`config.mk`:
```
export PLATFORM = sky130hd
export DESIGN_NAME = mips_multicycle_sequencer
export DESIGN_NICKNAME = d
export VERILOG_FILES = /design/src/rtl/mips_multicycle_sequencer.sv
export SDC_FILE = /design/constraint.sdc
export NUM_CORES = 1
export LEC_CHECK = 0
export BUFFER_PORTS_ARGS = -buffer_cell sky130_fd_sc_hd__buf_2
export CAP_MARGIN = 40
export CELL_PAD_IN_SITES_DETAIL_PLACEMENT = 0
export CELL_PAD_IN_SITES_GLOBAL_PLACEMENT = 1
export CORE_AREA = 2 2 200 202
export DETAILED_ROUTE_END_ITERATION = 8
export DIE_AREA = 0 0 202 204
export PLACE_DENSITY_LB_ADDON = 0.1
export SLEW_MARGIN = 20
export SYNTH_ARGS = -nofsm -noshare
export SYNTH_HDL_FRONTEND = slang
export SYNTH_SLANG_ARGS = --single-unit
```
`constraint.sdc`:
```
create_clock -name clk -period 3.1 [get_ports clk]
set_input_delay 0.62 -clock clk [delete_from_list [all_inputs] [get_ports clk]]
set_output_delay 0.62 -clock clk [all_outputs]
set_load 0.02 [all_outputs]
```
`src/rtl/mips_multicycle_sequencer.sv`:
```
`default_nettype none
// +--------------------------------------------------------------------------+
// | mips_multicycle_sequencer: multi-cycle fetch/decode/exec/mem/wb control  |
// | Revision: 1.0                                                            |
// +--------------------------------------------------------------------------+
module mips_multicycle_sequencer #(
  parameter logic [31:0] RESET_PC    = 32'h0000_0000,
  parameter int unsigned ACK_TIMEOUT = 16
) (
  input  logic        clk,
  input  logic        rst,
  output logic        imem_req_o,
  output logic [31:0] imem_addr_o,
  input  logic        imem_ack_i,
  input  logic [31:0] imem_rdata_i,
  output logic [4:0]  rf_raddr1_o,
  output logic [4:0]  rf_raddr2_o,
  input  logic [31:0] rf_rdata1_i,
  input  logic [31:0] rf_rdata2_i,
  output logic        rf_we_o,
  output logic [4:0]  rf_waddr_o,
  output logic [31:0] rf_wdata_o,
  output logic [3:0]  alu_ctrl_o,
  output logic [31:0] alu_din1_o,
  output logic [31:0] alu_din2_o,
  input  logic [31:0] alu_dout_i,
  output logic        dmem_req_o,
  output logic        dmem_we_o,
  output logic [31:0] dmem_addr_o,
  output logic [31:0] dmem_wdata_o,
  input  logic        dmem_ack_i,
  input  logic [31:0] dmem_rdata_i,
  output logic        illegal_o,
  output logic        bus_err_o,
  output logic        halted_o
);

  localparam logic [5:0] c_OP_RTYPE = 6'b000000;
  localparam logic [5:0] c_OP_LOAD  = 6'b000001;
  localparam logic [5:0] c_OP_STORE = 6'b000010;
  localparam logic [5:0] c_OP_JUMP  = 6'b000011;
  localparam logic [5:0] c_OP_HALT  = 6'b111111;
  localparam logic [3:0] c_ALU_ADD  = 4'b0000;
  localparam logic [3:0] c_ALU_ISEQ = 4'b0100;
  localparam logic [3:0] c_ALU_ISLT = 4'b0101;
  localparam logic [3:0] c_ALU_ISGT = 4'b1100;
  localparam int unsigned c_CW = $clog2(ACK_TIMEOUT + 1);
  localparam logic [c_CW-1:0] c_CNT_LAST = c_CW'(ACK_TIMEOUT - 1);

  typedef enum logic [2:0] {
    S_FETCH  = 3'd0,
    S_DECODE = 3'd1,
    S_EXEC   = 3'd2,
    S_MEM    = 3'd3,
    S_WB     = 3'd4,
    S_HALT   = 3'd5
  } state_e;

  state_e          state_q;
  logic [31:0]     pc_q;
  logic [31:0]     ir_q;
  logic [31:0]     b_q;
  logic [c_CW-1:0] cnt_q;

  logic [5:0]  op_d;
  logic [4:0]  rdst_d;
  logic [15:0] imm_d;
  logic [31:0] sext_d;
  logic [31:0] pc4_d;
  logic [31:0] exec_pc_d;
  logic [3:0]  ctrl_d;
  logic [31:0] din1_d;
  logic [31:0] din2_d;
  logic        illegal_d;
  logic        is_branch_d;
  logic        taken_d;
  logic        wait_d;

  function automatic logic fn_bad(input logic [3:0] f);
    return (f == 4'b0011) || (f == 4'b0110) || (f == 4'b0111) || (f == 4'b1101);
  endfunction

  assign op_d        = ir_q[31:26];
  assign rdst_d      = ir_q[25:21];
  assign imm_d       = ir_q[15:0];
  assign sext_d      = {{16{imm_d[15]}}, imm_d};
  assign pc4_d       = pc_q + 32'd4;
  assign is_branch_d = (op_d[5:3] == 3'b001);
  // bneq/bnez invert in the low half of the branch group, bgez/blez in the high half
  assign taken_d     = (alu_dout_i != 32'd0) ^ (op_d[2] ? op_d[1] : op_d[0]);
  assign wait_d      = (imem_req_o & ~imem_ack_i) | (dmem_req_o & ~dmem_ack_i);

  always_comb begin
    ctrl_d    = c_ALU_ADD;
    din1_d    = rf_rdata1_i;
    din2_d    = rf_rdata2_i;
    illegal_d = 1'b0;
    if (op_d == c_OP_RTYPE) begin
      ctrl_d    = ir_q[3:0];
      illegal_d = fn_bad(ir_q[3:0]);
      if (ir_q[3:1] == 3'b111) din2_d = {28'b0, ir_q[10:7]};
    end else if (op_d[5:4] == 2'b01) begin
      ctrl_d    = op_d[3:0];
      illegal_d = fn_bad(op_d[3:0]);
      if (op_d[3:1] == 3'b111)      din2_d = {27'b0, imm_d[4:0]};
      else if (op_d[3:2] == 2'b10)  din2_d = {16'b0, imm_d};
      else                          din2_d = sext_d;
    end else if (is_branch_d) begin
      ctrl_d = op_d[2] ? (op_d[0] ? c_ALU_ISGT : c_ALU_ISLT) : c_ALU_ISEQ;
      if (op_d[1]) din2_d = 32'd0;
    end else if (op_d == c_OP_LOAD || op_d == c_OP_STORE) begin
      din2_d = sext_d;
    end else if (op_d != c_OP_JUMP && op_d != c_OP_HALT) begin
      illegal_d = 1'b1;
    end
  end

  always_comb begin
    exec_pc_d = pc4_d;
    if (op_d == c_OP_JUMP)          exec_pc_d = {4'b0, ir_q[25:0], 2'b00};
    else if (is_branch_d && taken_d) exec_pc_d = {16'b0, imm_d[15:2], 2'b00};
  end

  always_ff @(posedge clk) begin
    if (rst) begin
      state_q      <= S_FETCH;
      pc_q         <= RESET_PC;
      ir_q         <= 32'd0;
      b_q          <= 32'd0;
      cnt_q        <= '0;
      imem_req_o   <= 1'b0;
      imem_addr_o  <= 32'd0;
      rf_raddr1_o  <= 5'd0;
      rf_raddr2_o  <= 5'd0;
      rf_we_o      <= 1'b0;
      rf_waddr_o   <= 5'd0;
      rf_wdata_o   <= 32'd0;
      alu_ctrl_o   <= 4'd0;
      alu_din1_o   <= 32'd0;
      alu_din2_o   <= 32'd0;
      dmem_req_o   <= 1'b0;
      dmem_we_o    <= 1'b0;
      dmem_addr_o  <= 32'd0;
      dmem_wdata_o <= 32'd0;
      illegal_o    <= 1'b0;
      bus_err_o    <= 1'b0;
      halted_o     <= 1'b0;
    end else begin
      illegal_o <= 1'b0;
      rf_we_o   <= 1'b0;
      if (wait_d && cnt_q == c_CNT_LAST) begin
        imem_req_o <= 1'b0;
        dmem_req_o <= 1'b0;
        dmem_we_o  <= 1'b0;
        bus_err_o  <= 1'b1;
        halted_o   <= 1'b1;
        cnt_q      <= '0;
        state_q    <= S_HALT;
      end else begin
        cnt_q <= wait_d ? cnt_q + c_CW'(1) : '0;
        case (state_q)
          S_FETCH: begin
            if (!imem_req_o) begin
              imem_req_o  <= 1'b1;
              imem_addr_o <= pc_q;
            end else if (imem_ack_i) begin
              imem_req_o  <= 1'b0;
              ir_q        <= imem_rdata_i;
              rf_raddr1_o <= imem_rdata_i[20:16];
              rf_raddr2_o <= (imem_rdata_i[31:26] == c_OP_STORE) ? imem_rdata_i[25:21]
                                                                 : imem_rdata_i[15:11];
              state_q     <= S_DECODE;
            end
          end
          S_DECODE: begin
            b_q        <= rf_rdata2_i;
            alu_ctrl_o <= ctrl_d;
            alu_din1_o <= din1_d;
            alu_din2_o <= din2_d;
            illegal_o  <= illegal_d;
            state_q    <= S_EXEC;
          end
          S_EXEC: begin
            if (illegal_d || is_branch_d || op_d == c_OP_JUMP) begin
              pc_q        <= exec_pc_d;
              imem_addr_o <= exec_pc_d;
              imem_req_o  <= 1'b1;
              state_q     <= S_FETCH;
            end else if (op_d == c_OP_HALT) begin
              halted_o <= 1'b1;
              state_q  <= S_HALT;
            end else if (op_d == c_OP_LOAD || op_d == c_OP_STORE) begin
              dmem_req_o   <= 1'b1;
              dmem_we_o    <= (op_d == c_OP_STORE);
              dmem_addr_o  <= alu_dout_i;
              dmem_wdata_o <= b_q;
              state_q      <= S_MEM;
            end else begin
              rf_we_o    <= (rdst_d != 5'd0);
              rf_waddr_o <= rdst_d;
              rf_wdata_o <= alu_dout_i;
              state_q    <= S_WB;
            end
          end
          S_MEM: begin
            if (dmem_ack_i) begin
              dmem_req_o <= 1'b0;
              dmem_we_o  <= 1'b0;
              if (dmem_we_o) begin
                pc_q        <= pc4_d;
                imem_addr_o <= pc4_d;
                imem_req_o  <= 1'b1;
                state_q     <= S_FETCH;
              end else begin
                rf_we_o    <= (rdst_d != 5'd0);
                rf_waddr_o <= rdst_d;
                rf_wdata_o <= dmem_rdata_i;
                state_q    <= S_WB;
              end
            end
          end
          S_WB: begin
            pc_q        <= pc4_d;
            imem_addr_o <= pc4_d;
            imem_req_o  <= 1'b1;
            state_q     <= S_FETCH;
          end
          default: state_q <= S_HALT;
        endcase
      end
    end
  end

endmodule
`default_nettype wire
```
# Word-level counts from Yosys, hierarchy flattened
# Cells that the tools add are included.
# totals
regBits	322
input_bits	164
out_inout_bits	218
word_cells	185
# classes
n_addsub	2
eq_ne	40
mux	74
bitwise_logic	11
reduce_logical	35
# ops
operator	n
32-bit two-way mux	19
32-bit case mux with 4 select lines	1
32-bit case mux with 3 select lines	1
32-bit case mux with 2 select lines	1
32-bit by 3-bit adder with 32-bit output (second input constant)	1
32-bit nonzero test	1
5-bit two-way mux	6
1-bit two-way mux	27
3-bit two-way mux	8
2-bit != test (second input constant)	12
4-bit two-way mux	5
6-bit by 2-bit == test with 1-bit output (second input constant)	3
4-bit by 3-bit == test with 1-bit output (second input constant)	4
3-bit case mux with 5 select lines	1
5-bit AND reduction	3
5-bit case mux with 2 select lines	1
3-bit == test (second input constant)	3
1-bit logical OR	9
3-bit != test (second input constant)	3
3-bit AND reduction	3
4-bit by 2-bit == test with 1-bit output (second input constant)	2
4-bit == test (second input constant)	2
4-bit AND reduction	2
1-bit inverter	7
27 further kinds	37

# Longest topological paths before layout
# Gate-level depths: netlist (run 1).
# depth
word_depth	12
mapped_depth	11
ltp_nobuf	8

# Least setup slack after synthesis (run 1)
# OpenSTA, ideal clock, no wires.
# synth_timing
path_type	reg-to-reg
start	register cnt_q[0]
end	register pc_q[17]
setup_time_ns	0.123
t_arrival_ns	2.490
required_time_ns	2.977
path_slack_ns	0.487
stages_incl_launch_ff	12
synth_period_minus_slack_ns	2.613
cell_sequence	dfxtp_1 > ha_1 > and3_1 > ha_1 > o21a_1 > clkbuf_1 > or4_1 > a21o_1 > buf_2 > buf_2 > a221oi_1 > nor2_1
# synth_between
elab_chain_cells	4
# synth_rtl
element	line	rtl
from (decl)	63	logic [c_CW-1:0] cnt_q;
from (signal assigned)	160	cnt_q <= wait_d ? cnt_q + c_CW'(1) : '0;
5-bit by 4-bit == test with 1-bit output	151	if (wait_d && cnt_q == c_CNT_LAST) begin
1-bit logical AND	151	
1-bit inverter (no source line)	-	
5-bit AND reduction (no source line)	-	
to (signal assigned)	185	pc_q <= exec_pc_d;
to (signal assigned)	210	pc_q <= pc4_d;
to (signal assigned)	223	pc_q <= pc4_d;
to (decl)	60	logic [31:0] pc_q;
# Every way passes these cells.
# A chain may end at the register's enable or synchronous reset.

# Worst setup path in the final report (run 1)
# layout_timing
start	register ir_q[30]
end	register rf_wdata_o[10]
# layout_between
elab_chain_cells	11
word_cells_on_any_way	22
cone_classes	eq/ne (11); mux (5); reduce/logical (6)
# layout_rtl
element	line	rtl
from (decl)	61	logic [31:0] ir_q;
from (signal assigned)	168	ir_q <= imem_rdata_i;
6-bit by 2-bit != test with 1-bit output or 6-bit != test (tied branches)	113	end else if (op_d != c_OP_JUMP && op_d != c_OP_HALT) begin
1-bit logical AND	113	
1-bit two-way mux	113	
1-bit two-way mux	111	end else if (op_d == c_OP_LOAD || op_d == c_OP_STORE) begin
1-bit two-way mux	108	end else if (is_branch_d) begin
1-bit two-way mux	102	end else if (op_d[5:4] == 2'b01) begin
1-bit two-way mux	98	if (op_d == c_OP_RTYPE) begin
1-bit logical OR (2 in a row)	184	if (illegal_d || is_branch_d || op_d == c_OP_JUMP) begin
2-bit != test (no source line)	-	
7-bit AND reduction (no source line) (*)	-	
to (signal assigned)	201	rf_wdata_o <= alu_dout_i;
to (signal assigned)	217	rf_wdata_o <= dmem_rdata_i;
to (decl)	22	output logic [31:0] rf_wdata_o,
# Every way passes the cells marked *; elsewhere a longest branch is shown, timed or not.

==> impl_results.md, run 1 <==
- Setup Buffers After CTS: 0
- Initial antenna violation count: 4
- Row count: 73
- Crit path buf inv count: 1
- Die height: 204 um
- Max-cap check violation count: 0
- CP top delay family: compound AO/OA/AOI/OAI gates
- Setup Viol. Count Final: 0
- Core ar.: 0.0392 mm^2
- Status: finished clean
- Vias in the first global route: 14600
- Power Density: roughly 860 mW/mm^2
- Reg2reg start: ir_q[30]$_SDFFE_PP0P_
- Max-slew headroom: 0.508
- Synth warn: 0
- Crit path cell chain: nand4_1 -> a32o_1 -> a221o_2 -> o32ai_4 -> buf_4 -> a21oi_1 -> a311oi_2
- Global-route wire length before repair: around 87000 um
- Clk buf depth: 3
- Dpl hpwl: 38600 um
- Initial DRT Pass Iterations: 5
- Final-report hold violation count: 0
- Initial Util: 0.373
- Post-synth EDFFs: 0
- Most common cell after layout, fill and taps aside: nand2_1
- Antenna viol nets, final: 0
- Grt total ovfl: 0
- Netlist Area Pre-Place: 0.0146 mm^2
- Synth Net Count: 2046
- Top_reg_cell synth: dfxtp_1
- Nets: 2373
- XOR/XNOR share of the synthesized area: 0.0132
- Slowest CP cell: dfxtp_1
- Crit end category: register
- FF+latch count, synth: 317
- # clock sinks: 317
- Switching portion of total power: 0.404
- Final TNS setup: 0 ns
- Leak: 0.00735 uW
- CP max stage delay: ~0.61 ns
- Net switching power: 6400 uW
- Post-Synthesis Cells: 1879
- Clock Power Share: 0.274
- Clock Skew: 0.0199 ns
- Share of post-route cells with drive strength above 1: 0.260
- F_max: 357 MHz
- Part of the power in registers: 0.344
- Startpoint types: register
- CTS tree: built
- WP data required: 3.55 ns
- Worst Path Arrival: about 3.3 ns
- Final wirelength: about 56000 um
- Largest family of logic cells by synthesized area: compound AO/OA/AOI/OAI gates
- 1st-iter DRT viols: 1081
- Mux cell area share after synthesis: 0.00548
- Area grow syn2layout: 26.4%
- Commonest non-fill, non-tap cells in the layout: nand2_1 (443), buf_2 (380), dfxtp_1 (317)
- Internal: 9460 uW
- Adder-cell share of the synthesized area: 0.00257
- Clock-pin slew on the worst setup and hold paths: 0.06 ns
- Ys async rst share: 0
- # IOs: 382
- DRC Markers: 0
- Peak supply drop: roughly 0.60 mV
- Compound-cell area share of the yosys netlist: 0.271
- Crit path time final: 2.80 ns
- Avg Cell Area, Syn: 7.78 um^2
- Synth unique cells: 70
- DIE AREA: just over 0.04 mm^2
- WL/cell: 20.4 um
- Gr usage total: 0.265
- Post-CTS Hold Buffers: 0
- Tcrit/Tclk final: 0.905
- Max Slew Vio Count: 0
- CTS H-tree depth: 2
- PostCTS Resize Cnt: 0
- Worst-skew pair later-pin latency: ~0.55 ns
- Register area share after synthesis: 0.434
- Port bufs: 381
- TritonCTS Buffers: 38
- Critical-path maximum fanout: 29
- Root Buffer: clkbuf_16
- Worst min path class: input pin to register
- Slew @ Worst Pin: 0.737 ns
- Avg Vias per Cell: 5.57
- Fin cells: around 2800
- Worst hold path startpoint: rf_rdata1_i[2]
- CP startpoint: ir_q[30]$_SDFFE_PP0P_
- Post-Synth Simple-Gate Area: 0.218
- Comb power frac: 0.382
- RSZ-0062 raised after global routing: false
- Die W: 202 um
- Total number of vias: 15400
- Final Wtd Congestion: 0.855
- Dpl cells: between 2000 and 3000
- Largest net degree at the start of global routing: 89
- Type of the worst setup path: register to register
## power by group through the flow
stage | logic, uW | registers [uW] | clock network (uW)
CTS | 6060 | 5460 | 4460
floorplan | 3240 | 6020 | 0
finish | 6060 | 5460 | 4350
global placement | 5990 | 5530 | 0
global route | 6630 | 5560 | 4630
detailed placement | 6040 | 5540 | 0
## cells in the mapped netlist (11+ instances only)
cell type / n / area share
nand2_1: 443 / 0.11
dfxtp_1: 317 / 0.43
a21oi_1: 257 / 0.088
clkbuf_1: 139 / 0.036
nor2_1: 102 / 0.026
o21ai_0: 81 / 0.028
nand3_1: 50 / 0.017
a221oi_1: 43 / 0.026
nor3_1: 35 / 0.012
a211oi_1: 33 / 0.017
a311oi_2: 29 / 0.030
a31oi_1: 29 / 0.012
buf_2: 24 / 0.0082
and2_1: 21 / 0.0090
o211ai_1: 19 / 0.0098
xnor2_1: 19 / 0.011
nand4_1: 18 / 0.0077
and3_1: 16 / 0.0068
inv_1: 15 / 0.0039
o32ai_1: 15 / 0.0090
a22oi_1: 12 / 0.0062
o21ai_1: 12 / 0.0041
nor4_1: 11 / 0.0047
## logic make-up (layout without fill, tap and decap cells)
family,after synthesis,count (layout)
AOI/OAI and AO/OA,600,600
xor gates and xnor gates,22,22
adders and majority gates,3,3
buffers and inverters,192,542
DFF,317,317
muxes,8,8
other,0,1
and+or+nand+nor,737,737
## per-layer routing
layer / vias to the layer above / GRT usage / wire length [um]
met2: 598 / 0.410 / 24900
met1: 7284 / 0.361 / 25300
met5: - / 0 / 46
met3: 105 / 0.0721 / 4570
met4: 8 / 0.0751 / 1390
li1: 7359 / - / -
## final timing paths
kind / cells past startpoint / slack (ns) / endpoint
worst max-delay path: 7 / 0.30 / rf_wdata_o[10]$_SDFFE_PP0P_
worst min-delay path: 3 / 0.30 / alu_din1_o[2]$_SDFFE_PP0P_
worst max register to register: 7 / 0.30 / rf_wdata_o[10]$_SDFFE_PP0P_
worst min register to register: 2 / 0.45 / dmem_wdata_o[17]$_SDFFE_PP0P_
## layout make-up
cell class / instances / area, um^2
diodes: 1 / 2.50
repair buffers: 464 / 2700
flip-flops and latches: 317 / 6350
multi-input cells: 1370 / 7530
clock inverters: 8 / 68.8
fillers: 3999 / 20700
inverters: 15 / 56.3
clock buffers: 55 / 1120
well taps: 525 / 657
## tightest hold or removal path, delay by kind of cell
family / cells / cell delay, ns
AND/OR/NAND/NOR: 1 / 0.04
AO/OA/AOI/OAI: 1 / 0.05
buffers and inverters: 1 / 0.09
## state kept, by name, summed over array words and instances (netlist names), 3 cells and up
register,flops
b_q,32
rf_wdata_o,32
cnt_q,5
dmem_wdata_o,32
pc_q,32
dmem_addr_o,32
rf_waddr_o,5
ir_q,28
rf_raddr2_o,5
alu_din2_o,32
state_q,3
alu_ctrl_o,4
alu_din1_o,32
rf_raddr1_o,4
imem_addr_o,32
## metrics by stage
stage          setup slack (ns)  utilization  hold slack [ns]  cell area (um^2)  power (uW)
2_1_floorplan             0.487            -            0.418             14600        9250
3_3_place_gp             0.0501        0.440            0.427             17300       11500
3_5_place_dp             0.0238        0.441            0.444             17300       11600
4_1_cts                   0.329        0.471            0.272             18500       16000
5_1_grt                   0.158        0.472            0.274             18500       16800
6_report                  0.295        0.472            0.296             18500       15900
(Power assumes the default switching activity.)
==> run 2, diff against run 1 <==
Settings changed: CORE_AREA 2 2 200 202 to 8 8 206 208, DIE_AREA 0 0 202 204 to 0 0 214 216.
==> impl_results.md, run 2 (synthesis results as in run 1) <==
- Setup Buffers After CTS: 0 (unchanged)
- DRC Markers: 0 (unchanged)
- Post-CTS Hold Buffers: 0 (unchanged)
- Final-report hold violation count: 0 (unchanged)
- Worst min path class: input pin to register (unchanged)
- Most common cell after layout, fill and taps aside: nand2_1 (unchanged)
- WP data required: 3.54 ns (was 3.55 ns)
- Worst Path Arrival: 3.31 ns (was 3.25 ns)
- Total number of vias: 15600 (was 15400)
- Global-route wire length before repair: 91100 um (was 86600 um)
- Max Slew Vio Count: 0 (unchanged)
- Power Density: 885 mW/mm^2 (was 859 mW/mm^2)
- PostCTS Resize Cnt: 0 (unchanged)
- Max-cap check violation count: 0 (unchanged)
- Largest net degree at the start of global routing: 79 (was 89)
- Crit path cell chain: ha_1 -> and3_1 -> ha_1 -> o21a_1 -> or4_1 -> buf_4 -> a21oi_2 -> nand2_1 -> o32ai_1 (was nand4_1 -> a32o_1 -> a221o_2 -> o32ai_4 -> buf_4 -> a21oi_1 -> a311oi_2)
- Final TNS setup: 0 ns (unchanged)
- Vias in the first global route: 14800 (was 14600)
- CTS tree: built (unchanged)
- Max-slew headroom: 0.496 (was 0.508)
- Nets: 2379 (was 2373)
- Crit end category: register (unchanged)
- 1st-iter DRT viols: 1298 (was 1081)
- Type of the worst setup path: register to register (unchanged)
- CTS H-tree depth: 2 (unchanged)
- Post-route setup slack: 0.231 ns (was 0.295 ns)
- Initial Util: 0.373 (unchanged)
- FF-to-FF setup slack: 0.23 ns (was 0.30 ns)
- Clock Skew: 0.0207 ns (was 0.0199 ns)
- Status: finished clean (unchanged)
- # IOs: 382 (unchanged)
- # clock sinks: 317 (unchanged)
- Leak: 0.00746 uW (was 0.00735 uW)
- Commonest non-fill, non-tap cells in the layout: nand2_1 (443), buf_2 (380), dfxtp_1 (317) (unchanged)
- Initial antenna violation count: 5 (was 4)
- Final Wtd Congestion: 0.898 (was 0.855)
- Die W: 214 um (was 202 um)
- Port bufs: 381 (unchanged)
- Row count: 73 (unchanged)
- Slowest CP cell: or4_1 (was dfxtp_1)
- Power, Total: 16600 uW (was 15900 uW)
- Dpl hpwl: 42200 um (was 38600 um)
- CP dominant cell by count: ha_1
- Crit path time final: 2.87 ns (was 2.80 ns)
- Avg Vias per Cell: 5.63 (was 5.57)
- Startpoint types: register (unchanged)
- DIE AREA: 0.0462 mm^2 (was 0.0412 mm^2)
- F_max: 349 MHz (was 357 MHz)
- Antenna viol nets, final: 0 (unchanged)
- Setup Viol. Count Final: 0 (unchanged)
- Critical-path maximum fanout: 12 (was 29)
- Dpl ws: 0.0920 ns (was 0.0238 ns)
- CP max stage delay: 0.57 ns (was 0.61 ns)
- WL/cell: 21.6 um (was 20.4 um)
- Gr usage total: 0.243 (was 0.265)
- Share of post-route cells with drive strength above 1: 0.265 (was 0.260)
- Final wirelength: 59700 um (was 56100 um)
- Tcrit/Tclk final: 0.925 (was 0.905)
- Peak supply drop: 0.409 mV (was 0.604 mV)
- Clock-pin slew on the worst setup and hold paths: 0.06 ns (about the same)
- Clk buf depth: 3 (unchanged)
- Grt total ovfl: 0 (unchanged)
- Core ar.: 0.0392 mm^2 (unchanged)
- Die height: 216 um (was 204 um)
- Area grow syn2layout: 27.9% (was 26.4%)
- TritonCTS Buffers: 39 (was 38)
- Slew @ Worst Pin: 0.752 ns (was 0.737 ns)
- Initial DRT Pass Iterations: 5 (unchanged)
- Worst-skew pair later-pin latency: 0.55 ns (about the same)
- Root Buffer: clkbuf_16 (unchanged)
- RSZ-0062 raised after global routing: false (unchanged)
[run 2: cell types whose count changed in the layout (fill, tap and decap cells not counted), sizes merged]
| cell | previous run | this run |
|---|---|---|
| inv | 16 | 15 |
| clkbuf | 55 | 54 |
| bufinv | 1 | 6 |
| diode | 1 | 5 |
| clkinv | 6 | 7 |
| buf | 464 | 469 |
[run 2: layer usage]
| metal | vias up | global-route usage | routed length (um) |
|---|---|---|---|
| met5 | - | 0 | 10 |
| met4 | 2 | 0.0741 | 1400 |
| met3 | 101 | 0.0632 | 5090 |
| met2 | 663 | 0.375 | 26600 |
| met1 | 7437 | 0.330 | 26600 |
| li1 | 7391 | - | - |
[run 2: layout make-up]
class / count / area [um^2]
repair buffers: 469 / 2710
diodes: 5 / 12.5
well taps: 525 / 657
inverters: 15 / 56.3
multi-input cells: 1370 / 7550
clock inverters: 13 / 215
flip-flops and latches: 317 / 6350
fillers: 3989 / 20500
clock buffers: 54 / 1150
[run 2: critical path, delay by kind of cell (launching register included)]
family	cells	cell delay, ns
compound gates	3	0.70
fa+ha+maj	2	0.45
simple gates	3	1.14
buf+inv	1	0.17
flops	1	0.32
[run 2: final timing paths]
kind,depth (start not counted),startpoint,end
max,9,cnt_q[0]$_SDFF_PP0_,pc_q[15]$_SDFFE_PP0P_
min reg2reg,1,cnt_q[0]$_SDFF_PP0_,cnt_q[0]$_SDFF_PP0_
max reg2reg,9,cnt_q[0]$_SDFF_PP0_,pc_q[15]$_SDFFE_PP0P_
min,3,imem_rdata_i[19],rf_raddr1_o[3]$_SDFFE_PP0P_
[run 2: power by group]
group          internal (uW)  leakage [uW]  switching (uW)  total [uW]
Combinational           2060       0.00420            4100        6160
Clock                   3090      0.000681            1850        4930
Sequential              4850       0.00258             606        5460
Total                  10000       0.00746            6560       16600
[run 2: through the flow]
step	area (um^2)	utilization	hold WS, ns	cells
final	18700	0.477	0.304	2768
after global routing	18700	0.477	0.295	2765
after CTS	18700	0.476	0.277	2762
after detailed placement	17300	0.441	0.438	2695
after global placement	17200	0.440	0.432	2692
after floorplan	14600	-	0.418	1879
==> run 3, diff against run 2 <==
Settings changed: REMOVE_ABC_BUFFERS from default to 1.
==> impl_results.md, run 3 (synthesis results as in run 1) <==
- Crit path buf inv count: 0 (was 1)
- Slowest CP cell: or4_1 (unchanged)
- Fin area: 0.0185 mm^2 (was 0.0187 mm^2)
- Crit path cell chain: ha_1 -> and3_1 -> ha_1 -> o21a_1 -> or4_1 -> a21oi_2 -> nand2_1 -> o32ai_1 (was ha_1 -> and3_1 -> ha_1 -> o21a_1 -> or4_1 -> buf_4 -> a21oi_2 -> nand2_1 -> o32ai_1)
- Die W: 214 um (unchanged)
- Clock Skew: 0.0148 ns (was 0.0207 ns)
- Grt total ovfl: 0 (unchanged)
- Capture point of the worst reg-to-reg path: pc_q[15]$_SDFFE_PP0P_ (unchanged)
- # clock sinks: 317 (unchanged)
- Levels on crit path: 8 (was 9)
- Part of the power in registers: 0.342 (was 0.330)
- Initial DRT Pass Iterations: 5 (unchanged)
- Peak supply drop: 0.458 mV (was 0.409 mV)
- Worst min path class: input pin to register (unchanged)
- Worst Path Arrival: 3.24 ns (was 3.31 ns)
- Tcrit/Tclk final: 0.903 (was 0.925)
- Setup Viol. Count Final: 0 (unchanged)
- Leak: 0.00734 uW (was 0.00746 uW)
- 1st-iter DRT viols: 1145 (was 1298)
- Vias in the first global route: 14800 (about the same)
- CTS H-tree depth: 2 (unchanged)
- Initial antenna violation count: 4 (was 5)
- DRC Markers: 0 (unchanged)
- Setup Buffers After CTS: 0 (unchanged)
- Final Wtd Congestion: 0.870 (was 0.898)
- CP dominant cell by count: ha_1 (unchanged)
- Comb power frac: 0.379 (was 0.372)
- Global-route wire length before repair: 88900 um (was 91100 um)
- Nets: 2369 (was 2379)
- F_max: 357 MHz (was 349 MHz)
- Root Buffer: clkbuf_16 (unchanged)
- Dpl cells: 2687 (was 2695)
- Type of the worst setup path: register to register (unchanged)
- Clock-pin slew on the worst setup and hold paths: 0.06 ns (about the same)
- CP max stage delay: 0.63 ns (was 0.57 ns)
- Final-report hold violation count: 0 (unchanged)
- Avg Vias per Cell: 5.53 (was 5.63)
- Crit path to: pc_q[15]$_SDFFE_PP0P_ (unchanged)
- Startpoint types: register (unchanged)
- Port bufs: 381 (unchanged)
- Final wirelength: 57800 um (was 59700 um)
- Most common cell after layout, fill and taps aside: nand2_1 (unchanged)
- CP startpoint: cnt_q[0]$_SDFF_PP0_ (unchanged)
- Power Density: 858 mW/mm^2 (was 885 mW/mm^2)
- Worst-skew pair later-pin latency: 0.54 ns (was 0.55 ns)
- WL/cell: 21.0 um (was 21.6 um)
- Net switching power: 6330 uW (was 6560 uW)
- Dpl hpwl: 40500 um (was 42200 um)
- Antenna viol nets, final: 0 (unchanged)
- Area grow syn2layout: 26.6% (was 27.9%)
- WP data required: 3.54 ns (about the same)
- DIE AREA: 0.0462 mm^2 (unchanged)
- CP top delay family: simple AND/OR/NAND/NOR gates (unchanged)
- Crit end category: register (unchanged)
- Row count: 73 (unchanged)
- Slew @ Worst Pin: 0.744 ns (was 0.752 ns)
- Max-cap check violation count: 0 (unchanged)
- Status: finished clean (unchanged)
- Post-CTS Hold Buffers: 0 (unchanged)
- RSZ-0062 raised after global routing: false (unchanged)
- R2R cell count: 8 (was 9)
- Core ar.: 0.0392 mm^2 (unchanged)
- Max Slew Vio Count: 0 (unchanged)
- Critical-path maximum fanout: 12 (unchanged)
- TritonCTS Buffers: 37 (was 39)
- # IOs: 382 (unchanged)
- Power, Total: 15900 uW (was 16600 uW)
- Gr usage total: 0.237 (was 0.243)
- Clock Power Share: 0.278 (was 0.298)
- Clk buf depth: 3 (unchanged)
- Share of post-route cells with drive strength above 1: 0.259 (was 0.265)
- Die height: 216 um (unchanged)
- FF-to-FF setup slack: 0.30 ns (was 0.23 ns)
- Fillers: 3945 (was 3989)
- Max-slew headroom: 0.503 (was 0.496)
- PostCTS Resize Cnt: 0 (unchanged)
- Total number of vias: 15300 (was 15600)
- Reg2reg start: cnt_q[0]$_SDFF_PP0_ (unchanged)
- Initial Util: 0.373 (unchanged)
- Placed cell areas: 0.0172 mm^2 (was 0.0173 mm^2)
- Largest net degree at the start of global routing: 94 (was 79)
- CTS tree: built (unchanged)
- Fin cells: 2757 (was 2768)
- Switching portion of total power: 0.399 (was 0.396)
- Crit path time final: 2.80 ns (was 2.87 ns)
- Worst hold path startpoint: imem_rdata_i[2] (was imem_rdata_i[19])
- Internal: 9530 uW (was 10000 uW)
- Fin util: 0.472 (was 0.477)
- Commonest non-fill, non-tap cells in the layout: nand2_1 (443), buf_2 (380), dfxtp_1 (317) (unchanged)
==> run 3: changes by cell type in the layout (fill, tap and decap cells not counted), moves of 2 or more <==
cell	change
buf_4	-10
clkbuf_1	+6
bufinv_16	-4
clkinv_2	-3
buf_12	+2
clkbuf_16	-2
diode_2	-2
==> run 3: worst min-delay path, delay by kind of cell <==
kind	cells	cell delay [ns]
AOI/OAI and AO/OA	1	0.05
buffers and inverters	1	0.10
and+or+nand+nor	1	0.04
==> run 3: per-layer routing <==
metal | GRT usage | wire length (um) | share of wire | up-vias
met5 | 0 | 13 | 0.00022 | -
met4 | 0.0849 | 1680 | 0.029 | 2
met3 | 0.0418 | 3510 | 0.061 | 98
met2 | 0.389 | 27200 | 0.47 | 547
met1 | 0.310 | 25400 | 0.44 | 7240
li1 | - | - | - | 7363
==> run 3: layout make-up <==
class	instances	area, um^2	share of cell area
Tap cell	525	657	0.0355
Clock inverter	8	96.3	0.00521
Multi-Input combinational cell	1370	7550	0.408
Antenna cell	3	7.51	0.000406
Sequential cell	317	6350	0.343
Timing Repair Buffer	461	2660	0.144
Clock buffer	58	1130	0.0609
Inverter	15	56.3	0.00304
==> run 3: worst min path at each step <==
stage                                       end  slack (ns)  cells past startpoint
CTS                        ir_q[2]$_SDFFE_PP0P_        0.28                      3
detailed placement  imem_addr_o[1]$_SDFFE_PP0P_        0.44                      2
finish                     ir_q[2]$_SDFFE_PP0P_        0.31                      3
global route               ir_q[2]$_SDFFE_PP0P_        0.29                      3
floorplan                   cnt_q[0]$_SDFF_PP0_        0.42                      1
global placement            cnt_q[0]$_SDFF_PP0_        0.43                      1
==> run 3: metrics by stage <==
| stage | TNS [ns] | worst slack [ns] | hold slack (ns) |
|---|---|---|---|
| 2_1_floorplan | -362.09 | -2.21 | 0.418 |
| 3_3_place_gp | -0.0154 | -0.0154 | 0.433 |
| 3_5_place_dp | 0 | 0.0519 | 0.444 |
| 4_1_cts | 0 | 0.306 | 0.278 |
| 5_1_grt | 0 | 0.164 | 0.292 |
| 6_report | 0 | 0.301 | 0.310 |
==> run 3: power groups by stage <==
stage	Combinational (uW)	Sequential (uW)	Clock, uW
2_1_floorplan	2860	6100	0
3_3_place_gp	5940	5500	0
3_5_place_dp	6040	5510	0
4_1_cts	6060	5430	4550
5_1_grt	6580	5530	4700
6_report	6020	5430	4420
